==> src/rtl/instr_fetch_unit.sv <==
// Instruction fetch front end: PC, in-order memory requests, and an instruction buffer
// with pre-split decode fields. Redirects flush the buffer and discard stale responses.
module instr_fetch_unit #(
    parameter int unsigned ADDRESS_WIDTH = 32,
    parameter int unsigned DATA_WIDTH = 32,
    parameter int unsigned FIFO_DEPTH = 4,
    parameter logic [ADDRESS_WIDTH-1:0] RESET_PC = '0
) (
    input  logic                     clk,
    input  logic                     rst_n,
    output logic                     mem_req_valid,
    input  logic                     mem_req_ready,
    output logic [ADDRESS_WIDTH-1:0] mem_addr,
    input  logic                     mem_rsp_valid,
    input  logic [DATA_WIDTH-1:0]    mem_rsp_data,
    output logic                     instr_valid,
    input  logic                     instr_ready,
    output logic [DATA_WIDTH-1:0]    instr,
    output logic [ADDRESS_WIDTH-1:0] instr_pc,
    output logic [6:0]               op,
    output logic [2:0]               funct3,
    output logic                     funct7,
    input  logic                     redirect_valid,
    input  logic [ADDRESS_WIDTH-1:0] redirect_pc,
    input  logic                     halt,
    output logic                     halted,
    output logic                     misalign_err
);

    localparam int unsigned PTR_W = $clog2(FIFO_DEPTH);
    localparam int unsigned CNT_W = PTR_W + 1;
    // Outstanding counters get headroom for stale requests that pile up behind redirects.
    localparam int unsigned OUT_W = PTR_W + 4;
    localparam logic [OUT_W-1:0] DEPTH_O = OUT_W'(FIFO_DEPTH);

    localparam logic [1:0] ST_RUN     = 2'd0;
    localparam logic [1:0] ST_HALTING = 2'd1;
    localparam logic [1:0] ST_HALTED  = 2'd2;

    logic [ADDRESS_WIDTH-1:0] pc_q, pc_d, shadow_pc_q, shadow_pc_d;
    logic [DATA_WIDTH-1:0]    data_mem_q [FIFO_DEPTH];
    logic [ADDRESS_WIDTH-1:0] pc_mem_q [FIFO_DEPTH];
    logic [PTR_W-1:0]         wr_ptr_q, wr_ptr_d, rd_ptr_q, rd_ptr_d;
    logic [CNT_W-1:0]         count_q, count_d;
    logic [OUT_W-1:0]         inflight_q, inflight_d, discard_q, discard_d;
    logic [OUT_W-1:0]         occupancy;
    logic [1:0]               state_q, state_d;
    logic                     misalign_q, misalign_d;
    logic                     req_fire, push, pop;
    logic [ADDRESS_WIDTH-1:0] redirect_aligned;

    assign redirect_aligned = {redirect_pc[ADDRESS_WIDTH-1:2], 2'b00};
    assign occupancy        = OUT_W'(count_q) + inflight_q - discard_q;

    // Held low while in reset so every output reads zero apart from the address.
    assign mem_req_valid = rst_n && (state_q == ST_RUN) && !redirect_valid && (occupancy < DEPTH_O);
    assign mem_addr      = pc_q;
    assign req_fire      = mem_req_valid && mem_req_ready;

    assign instr_valid = (count_q != '0);
    assign instr       = instr_valid ? data_mem_q[rd_ptr_q] : '0;
    assign instr_pc    = instr_valid ? pc_mem_q[rd_ptr_q] : '0;
    assign op          = instr[6:0];
    assign funct3      = instr[14:12];
    assign funct7      = instr[30];
    assign halted      = (state_q == ST_HALTED);
    assign misalign_err = misalign_q;

    assign push = mem_rsp_valid && (discard_q == '0) && !redirect_valid;
    assign pop  = instr_valid && instr_ready;

    always_comb begin
        pc_d        = pc_q;
        shadow_pc_d = shadow_pc_q;
        wr_ptr_d    = wr_ptr_q;
        rd_ptr_d    = rd_ptr_q;
        count_d     = count_q + CNT_W'(push) - CNT_W'(pop);
        inflight_d  = inflight_q + OUT_W'(req_fire) - OUT_W'(mem_rsp_valid);
        discard_d   = discard_q;
        misalign_d  = misalign_q;
        if (mem_rsp_valid && (discard_q != '0)) begin
            discard_d = discard_q - OUT_W'(1);
        end
        if (req_fire) begin
            pc_d = pc_q + ADDRESS_WIDTH'(4);
        end
        if (push) begin
            wr_ptr_d    = wr_ptr_q + PTR_W'(1);
            shadow_pc_d = shadow_pc_q + ADDRESS_WIDTH'(4);
        end
        if (pop) begin
            rd_ptr_d = rd_ptr_q + PTR_W'(1);
        end
        // A redirect wins: everything still in flight becomes stale, including later responses.
        if (redirect_valid) begin
            pc_d        = redirect_aligned;
            shadow_pc_d = redirect_aligned;
            wr_ptr_d    = '0;
            rd_ptr_d    = '0;
            count_d     = '0;
            discard_d   = inflight_d;
            misalign_d  = misalign_q || (redirect_pc[1:0] != 2'b00);
        end
    end

    always_comb begin
        state_d = state_q;
        case (state_q)
            ST_RUN:     if (halt) state_d = ST_HALTING;
            ST_HALTING: begin
                if (!halt) state_d = ST_RUN;
                else if (inflight_q == '0) state_d = ST_HALTED;
            end
            ST_HALTED:  if (!halt) state_d = ST_RUN;
            default:    state_d = ST_RUN;
        endcase
    end

    always_ff @(posedge clk or negedge rst_n) begin
        if (!rst_n) begin
            pc_q        <= RESET_PC;
            shadow_pc_q <= RESET_PC;
            wr_ptr_q    <= '0;
            rd_ptr_q    <= '0;
            count_q     <= '0;
            inflight_q  <= '0;
            discard_q   <= '0;
            state_q     <= ST_RUN;
            misalign_q  <= 1'b0;
        end else begin
            pc_q        <= pc_d;
            shadow_pc_q <= shadow_pc_d;
            wr_ptr_q    <= wr_ptr_d;
            rd_ptr_q    <= rd_ptr_d;
            count_q     <= count_d;
            inflight_q  <= inflight_d;
            discard_q   <= discard_d;
            state_q     <= state_d;
            misalign_q  <= misalign_d;
        end
    end

    always_ff @(posedge clk) begin
        if (push) begin
            data_mem_q[wr_ptr_q] <= mem_rsp_data;
            pc_mem_q[wr_ptr_q]   <= shadow_pc_q;
        end
    end

endmodule

==> config.mk <==
export PLATFORM = sky130hd
export DESIGN_NAME = instr_fetch_unit
export DESIGN_NICKNAME = d
export VERILOG_FILES = /design/src/rtl/instr_fetch_unit.sv
export SDC_FILE = /design/constraint.sdc
export NUM_CORES = 1
export LEC_CHECK = 0
export BUFFER_PORTS_ARGS = -buffer_cell sky130_fd_sc_hd__buf_2
export CAP_MARGIN = 20
export CORE_ASPECT_RATIO = 0.75
export CORE_MARGIN = 3
export CORE_UTILIZATION = 53
export DETAILED_ROUTE_END_ITERATION = 12
export GPL_TIMING_DRIVEN = 0
export PLACE_DENSITY = 0.82
export SLEW_MARGIN = 20
export SYNTH_ARGS = -nofsm -noshare
export SYNTH_HDL_FRONTEND = slang
export SYNTH_SLANG_ARGS = --single-unit
==> constraint.sdc <==
create_clock -name clk -period 3.95 [get_ports clk]
set_input_delay 0.5925 -clock clk [delete_from_list [all_inputs] [get_ports clk]]
set_output_delay 0.5925 -clock clk [all_outputs]
set_load 0.03 [all_outputs]
# Word level (Yosys, flattened, before mapping)
# Memories as Yosys holds them, arrays and structs flattened.
# Cells that the tools add are included.
# totals
in_bits	71
mem_bits_rw	256
out_inout_bits	111
regBits	86
mem_count	2
word_cells	69
# classes
add_sub_neg	11
n_lt_le_gt_ge	1
eq_ne	5
reduce_logical	21
mux	20
# mem_list
memory	depth	word_bits	rd	rd_ports_with_merged_regs	wr	line_no	source
data_mem_q	4	32	1	0	1	41	logic [DATA_WIDTH-1:0] data_mem_q [FIFO_DEPTH];
pc_mem_q	4	32	1	0	1	42	logic [ADDRESS_WIDTH-1:0] pc_mem_q [FIFO_DEPTH];
# ops
cell	count
2-to-1 mux 32 bit	6
adder 32 x 3 -> 32 bit (second input constant)	2
2-to-1 mux 2 bit	8
zero test 6 bit	2
2-to-1 mux 6 bit	2
nonzero test 2 bit	5
logical AND 1 bit	8
adder 3 x 6 -> 6 bit	1
adder 6 x 1 -> 6 bit	1
less-than comparator 6 x 3 -> 1 bit (second input constant)	1
one-hot mux 2 bit (3 select lines)	1
nonzero test 6 bit	1
subtractor 6 x 1 -> 6 bit	1
subtractor 6 x 1 -> 6 bit (second input constant)	1
subtractor 6 bit	1
adder 2 x 1 -> 2 bit (second input constant)	2
inequality test 2 bit (second input constant)	2
adder 3 x 1 -> 3 bit	1
2-to-1 mux 3 bit	1
inequality test 3 bit (second input constant)	1
AND reduction 3 bit	1
nonzero test 3 bit	1
subtractor 3 x 1 -> 3 bit	1
== test 2 x 1 -> 1 bit (second input constant)	1
other kinds (5)	6

# Depth between registers and ports, before layout
# logic_depth
word_depth	8
mapped_depth	18
mapped_depth_nobuf	17

# Least setup slack after synthesis
# OpenSTA, ideal clock, no wires.
# synth_timing
path_kind	register to register
start	register count_q[1]
end	register discard_q[4]
path_stages_with_launch	19
n_path_buf	1
setup_time_ns	0.135
synth_period_minus_slack_ns	4.013
t_arrival_ns	3.878
t_required_ns	3.815
setup_slack_ns	-0.063
path_cell_list	dfrtp_1 -> inv_1 -> fa_1 -> inv_1 -> ha_1 -> and3b_1 -> o21ai_0 -> o211ai_1 -> a21o_1 -> clkbuf_1 -> ha_1 -> inv_1 -> ha_1 -> fa_1 -> a21oi_1 -> o21bai_1 -> xor2_1 -> nand2_1 -> o21ai_0
# synth_via
elab_chain_len	8
# synth_lines
item	line_no	source
from (decl)	44	logic [CNT_W-1:0] count_q, count_d;
from (signal assigned)	135	count_q <= count_d;
adder 3 x 6 -> 6 bit	53	assign occupancy = OUT_W'(count_q) + inflight_q - discard_q;
subtractor 6 bit	53	
less-than comparator 6 x 3 -> 1 bit	56	assign mem_req_valid = rst_n && (state_q == ST_RUN) && !redirect_valid && (occupancy < DEPTH_O);
logical AND 1 bit	56	
logical AND 1 bit	58	assign req_fire = mem_req_valid && mem_req_ready;
adder 6 x 1 -> 6 bit	78	inflight_d = inflight_q + OUT_W'(req_fire) - OUT_W'(mem_rsp_valid);
subtractor 6 x 1 -> 6 bit	78	
named net inflight_d[4]	45	logic [OUT_W-1:0] inflight_q, inflight_d, discard_q, discard_d;
2-to-1 mux 6 bit	95	if (redirect_valid) begin
to (signal assigned)	137	discard_q <= discard_d;
to (decl)	45	
# The timed path passes the listed nets, and every way through them passes these cells.
# A chain may end at the register's enable or synchronous reset.

# Final worst setup path
# Same ends and word-level chain as after synthesis.

==> flow_summary.html <==
<table>
<tr><th>Metric</th><th>Value</th></tr>
<tr><th colspan="2">Outcome</th></tr>
<tr><td>Outcome</td><td>finished, violations left</td></tr>
<tr><td>Violated checks</td><td>hold timing</td></tr>
<tr><th colspan="2">Worst setup path</th></tr>
<tr><td>Kind of launch point of the worst setup path</td><td>register</td></tr>
<tr><td>Data required time of the worst path</td><td>4.38 ns</td></tr>
<tr><td>Launch point of the worst reg-to-reg path</td><td>count_q[1]</td></tr>
<tr><td>Arrival time worst endpoint</td><td>4.35 ns</td></tr>
<tr><td>Count of cells along the worst register-to-register path</td><td>17</td></tr>
<tr><td>FF-to-FF setup slack</td><td>0.02 ns</td></tr>
<tr><td>Reg-to-reg critical path endpoint</td><td>discard_q[4]</td></tr>
<tr><td>Element type at the critical path end</td><td>register</td></tr>
<tr><td>Crit Path Class</td><td>reg -&gt; reg</td></tr>
<tr><td>Maximum fanout along the worst path</td><td>4</td></tr>
<tr><th colspan="2">Power and ir drop</th></tr>
<tr><td>Pwr Total</td><td>about 12 mW</td></tr>
<tr><td>Leakage power</td><td>about 6.4 nW</td></tr>
<tr><td>Largest voltage drop on the vdd net</td><td>0.000357 V</td></tr>
<tr><td>Total power divided by cell area</td><td>663 nW/um^2</td></tr>
<tr><th colspan="2">Floorplan</th></tr>
<tr><td>Core Region</td><td>27,400 sq um</td></tr>
<tr><td>Die outline width</td><td>200 microns</td></tr>
<tr><td>Floorplan die height</td><td>152 microns</td></tr>
<tr><td>Starting utilization of the core area</td><td>0.546</td></tr>
<tr><td>Die area</td><td>30,300 sq um</td></tr>
<tr><td>Top-Level Pins</td><td>182</td></tr>
<tr><td>Number of standard-cell rows in the floorplan</td><td>52</td></tr>
<tr><th colspan="2">Synth</th></tr>
<tr><td>Flop and latch count out of synthesis</td><td>330</td></tr>
<tr><td>Mean post-synth cell area</td><td>roughly 15 sq um</td></tr>
<tr><td>Seq/Total Area, Yosys</td><td>0.635</td></tr>
<tr><td>Count of cell types in the netlist</td><td>59</td></tr>
<tr><td>Synthesized cell area</td><td>15,000 sq um</td></tr>
<tr><td>Synthesized instance count</td><td>slightly above 1,000</td></tr>
<tr><td>Top_reg_cell synth</td><td>edfxtp_1</td></tr>
<tr><td>Share of async-settable or async-resettable flops after synthesis</td><td>0.248</td></tr>
<tr><td>Yosys warning total</td><td>0</td></tr>
<tr><td>Number of enable flip-flop cells after synthesis</td><td>248</td></tr>
<tr><th colspan="2">Routing</th></tr>
<tr><td>Detailed-router iteration count before antenna repair</td><td>7</td></tr>
<tr><td>Residual DRC count</td><td>0</td></tr>
<tr><td>Number of vias after detailed routing</td><td>~10,000</td></tr>
<tr><td>Post-DR wirelength/cell</td><td>21.7 microns</td></tr>
<tr><td>Number of violations reported at the end of detailed-routing iteration 0</td><td>1,039</td></tr>
<tr><td>Total routed wirelength</td><td>between 30 and 40 mm</td></tr>
<tr><td>Antenna-violating nets left</td><td>0</td></tr>
<tr><td>Via density per instance</td><td>between 5 and 6</td></tr>
<tr><th colspan="2">Clock network</th></tr>
<tr><td>Clock-pin slew on the worst setup and hold paths</td><td>0.06 ns</td></tr>
<tr><td>Number of H-tree levels</td><td>1</td></tr>
<tr><td>Cell chosen for the clock root</td><td>clkbuf_16</td></tr>
<tr><td>Maximum number of buffers from clock root to sink</td><td>3</td></tr>
<tr><td>Clock tree from TritonCTS</td><td>built</td></tr>
<tr><td>Inserted Clock Buffers</td><td>31</td></tr>
<tr><td>Clock sink count</td><td>330</td></tr>
<tr><td>Insertion delay of the later-clocked pin in the worst-skew pair</td><td>between 0.5 and 0.6 ns</td></tr>
<tr><th colspan="2">Final layout</th></tr>
<tr><td># nets final</td><td>1,343</td></tr>
<tr><td>Util after Layout</td><td>0.640</td></tr>
<tr><td>Share of post-route cells with drive strength above 1</td><td>0.270</td></tr>
<tr><td>Synth-to-Final Area Change</td><td>17.2%</td></tr>
<tr><td>Inserted Diodes</td><td>0</td></tr>
<tr><th colspan="2">Job</th></tr>
<tr><td>Max capacitance violation total</td><td>0</td></tr>
<tr><th colspan="2">Global routing</th></tr>
<tr><td>Remaining global-route overflow</td><td>0</td></tr>
<tr><td>Antenna violations before repair</td><td>0</td></tr>
<tr><td>Largest net degree at the start of global routing</td><td>49</td></tr>
<tr><td>Number of global-route vias before repair</td><td>~9,700</td></tr>
<tr><td>Global-route total usage across every layer</td><td>0.234</td></tr>
<tr><td>Global-route wire length before repair</td><td>54.7 mm</td></tr>
<tr><th colspan="2">STA</th></tr>
<tr><td>Slew at the pin with the worst max-slew slack</td><td>0.906 ns</td></tr>
<tr><td>Final setup vio count</td><td>0</td></tr>
<tr><td>Period minus WS final</td><td>3.93 ns</td></tr>
<tr><td>Final hold viol count</td><td>7</td></tr>
<tr><td>Total negative setup slack</td><td>0 ns</td></tr>
<tr><td>Slew margin rel.</td><td>0.394</td></tr>
<tr><td>Upper clock frequency limit</td><td>255 MHz</td></tr>
<tr><td>Max Transition Viols Final</td><td>0</td></tr>
<tr><td>Setup repair after global routing missed its margin</td><td>yes</td></tr>
<tr><td>Final setup skew</td><td>0.0126 ns</td></tr>
<tr><td>Ratio of final minimum period to clock period</td><td>0.994</td></tr>
<tr><td>Final-layout worst hold slack</td><td>-0.00994 ns</td></tr>
<tr><th colspan="2">Worst hold path</th></tr>
<tr><td>Worst min path class</td><td>in -&gt; async</td></tr>
<tr><th colspan="2">Placement</th></tr>
<tr><td>Global placement routability congestion</td><td>around 1</td></tr>
<tr><td>Half-perimeter wire length of the detailed placement result</td><td>between 20 and 25 mm</td></tr>
<tr><td># port buffers</td><td>176</td></tr>
</table>
stage by stage:
step | hold WS (ns) | setup WS (ns) | instance area (sq um) | instances
floorplan | 0.297 | 0.0684 | 15000 | 1025
global route | 0.00389 | -0.143 | 17500 | 1644
CTS | -0.00610 | -0.00177 | 17500 | 1641
finish | -0.00994 | 0.0249 | 17500 | 1644
detailed placement | 0.468 | -0.536 | 16500 | 1584
global placement | 0.446 | -2.09 | 16300 | 1579
state kept, by name, summed over array words and instances (netlist names):
signal and count:
rd_ptr_q 2, wr_ptr_q 2, discard_q 6, misalign_err 1, count_q 3, pc_mem_q 120, mem_addr 30, inflight_q 6
state_q 2, shadow_pc_q 30, data_mem_q 128
layout by cell type (no fill, tap or decap), types with 11 or more instances in the layout:
cell and n:
clkbuf_1 48, a21o_1 11, nand2b_1 16, a21boi_0 11
buf_4 23, and2_1 67, buf_2 176, xor2_1 17
and3_1 11, dfrtp_1 82, ha_1 23, edfxtp_1 248
a211oi_1 33, xnor2_1 19, nand3_1 20, mux4_2 62
o31ai_1 12, nand2_1 33, clkbuf_16 31, inv_1 47
nand4_1 20, a2111oi_0 19, nor2_1 59
cell usage after synthesis (12+ instances only):
cell type | number | area, sq um
edfxtp_1 | 248 | 7450
dfrtp_1 | 82 | 2050
and2_1 | 71 | 444
mux4_2 | 62 | 1400
nor2_1 | 59 | 221
inv_1 | 49 | 184
clkbuf_1 | 39 | 146
a211oi_1 | 35 | 263
nand2_1 | 33 | 124
ha_1 | 24 | 300
nand3_1 | 21 | 105
nand4_1 | 20 | 125
a2111oi_0 | 19 | 166
xnor2_1 | 19 | 166
xor2_1 | 17 | 149
nand2b_1 | 16 | 100
buf_4 | 15 | 113
a21boi_0 | 12 | 90.1
a21o_1 | 12 | 90.1
buf_1 | 12 | 45.0
o31ai_1 | 12 | 90.1
what timing repair did:
| item | CTS | global route |
|---|---|---|
| resized for setup | 13 | 19 |
| hold endpoints to repair | 11 | 0 |
| pin swaps | 2 | 5 |
| setup endpoints to repair | 21 | 36 |
| gates cloned | 0 | 0 |
| setup buffers | 3 | 3 |
layer usage:
metal / global-route usage / share of wire / vias to the layer above / wire length [microns]
met4: 0.0443 / 0.020 / 0 / 707
li1: - / - / 4369 / -
met5: 0 / 0 / - / 0
met1: 0.341 / 0.42 / 4825 / 14900
met2: 0.365 / 0.45 / 530 / 16100
met3: 0.0603 / 0.11 / 77 / 3900
cell families (layout without fill, tap and decap cells):
logic type               count (synthesis)  count (layout)  share of synthesized area
AND/OR/NAND/NOR                        277             277                      0.102
AO/OA/AOI/OAI                          157             157                     0.0800
flip-flops                             330             330                      0.635
adder cells (fa/ha/maj)                 28              28                     0.0254
other                                    1               4                   0.000251
multiplexers                            74              74                      0.101
XOR/XNOR                                37              37                     0.0226
buffers and inverters                  118             359                     0.0335
cell type report:
cell class	count	area (sq um)
fill	1987	9850
sequential	330	9500
multi-input combinational	577	5080
timing repair buffer	188	1050
clock buffer	43	831
tap	378	473
buffer	66	333
inverter	50	188
clock inverter	12	91.3
power breakdown:
group          internal [mW]  switching, mW  leakage, nW  total, mW
clock                   1.53           1.23        0.449       2.76
combinational           1.74           2.96         2.78       4.69
sequential              3.93          0.244         3.19       4.17
total                   7.19           4.44         6.42       11.6
worst max-delay path by stage:
stage / startpoint / end / slack (ns) / cells after the start
2_1_floorplan: count_q[1] / discard_q[4] / 0.07 / 18
3_3_place_gp: rst_n / discard_q[4] / -2.09 / 14
3_5_place_dp: rst_n / discard_q[4] / -0.54 / 14
4_1_cts: inflight_q[1] / discard_q[4] / -0.002 / 17
5_1_grt: count_q[1] / discard_q[4] / -0.14 / 17
6_report: count_q[1] / discard_q[4] / 0.02 / 17
worst max-delay path: stages, from the launching register on:
cell and delay, ns:
dfrtp_1 0.40, inv_2 0.08, fa_1 0.54, inv_1 0.04
ha_1 0.29, and3b_2 0.25, nor3_4 0.23, o211ai_1 0.19
a21o_2 0.32, ha_1 0.28, inv_1 0.05, ha_1 0.21
fa_2 0.37, a21oi_2 0.14, o21bai_1 0.08, xor2_1 0.16
nand2_1 0.07, o21ai_0 0.08
Power figures use the tool's default switching activity.
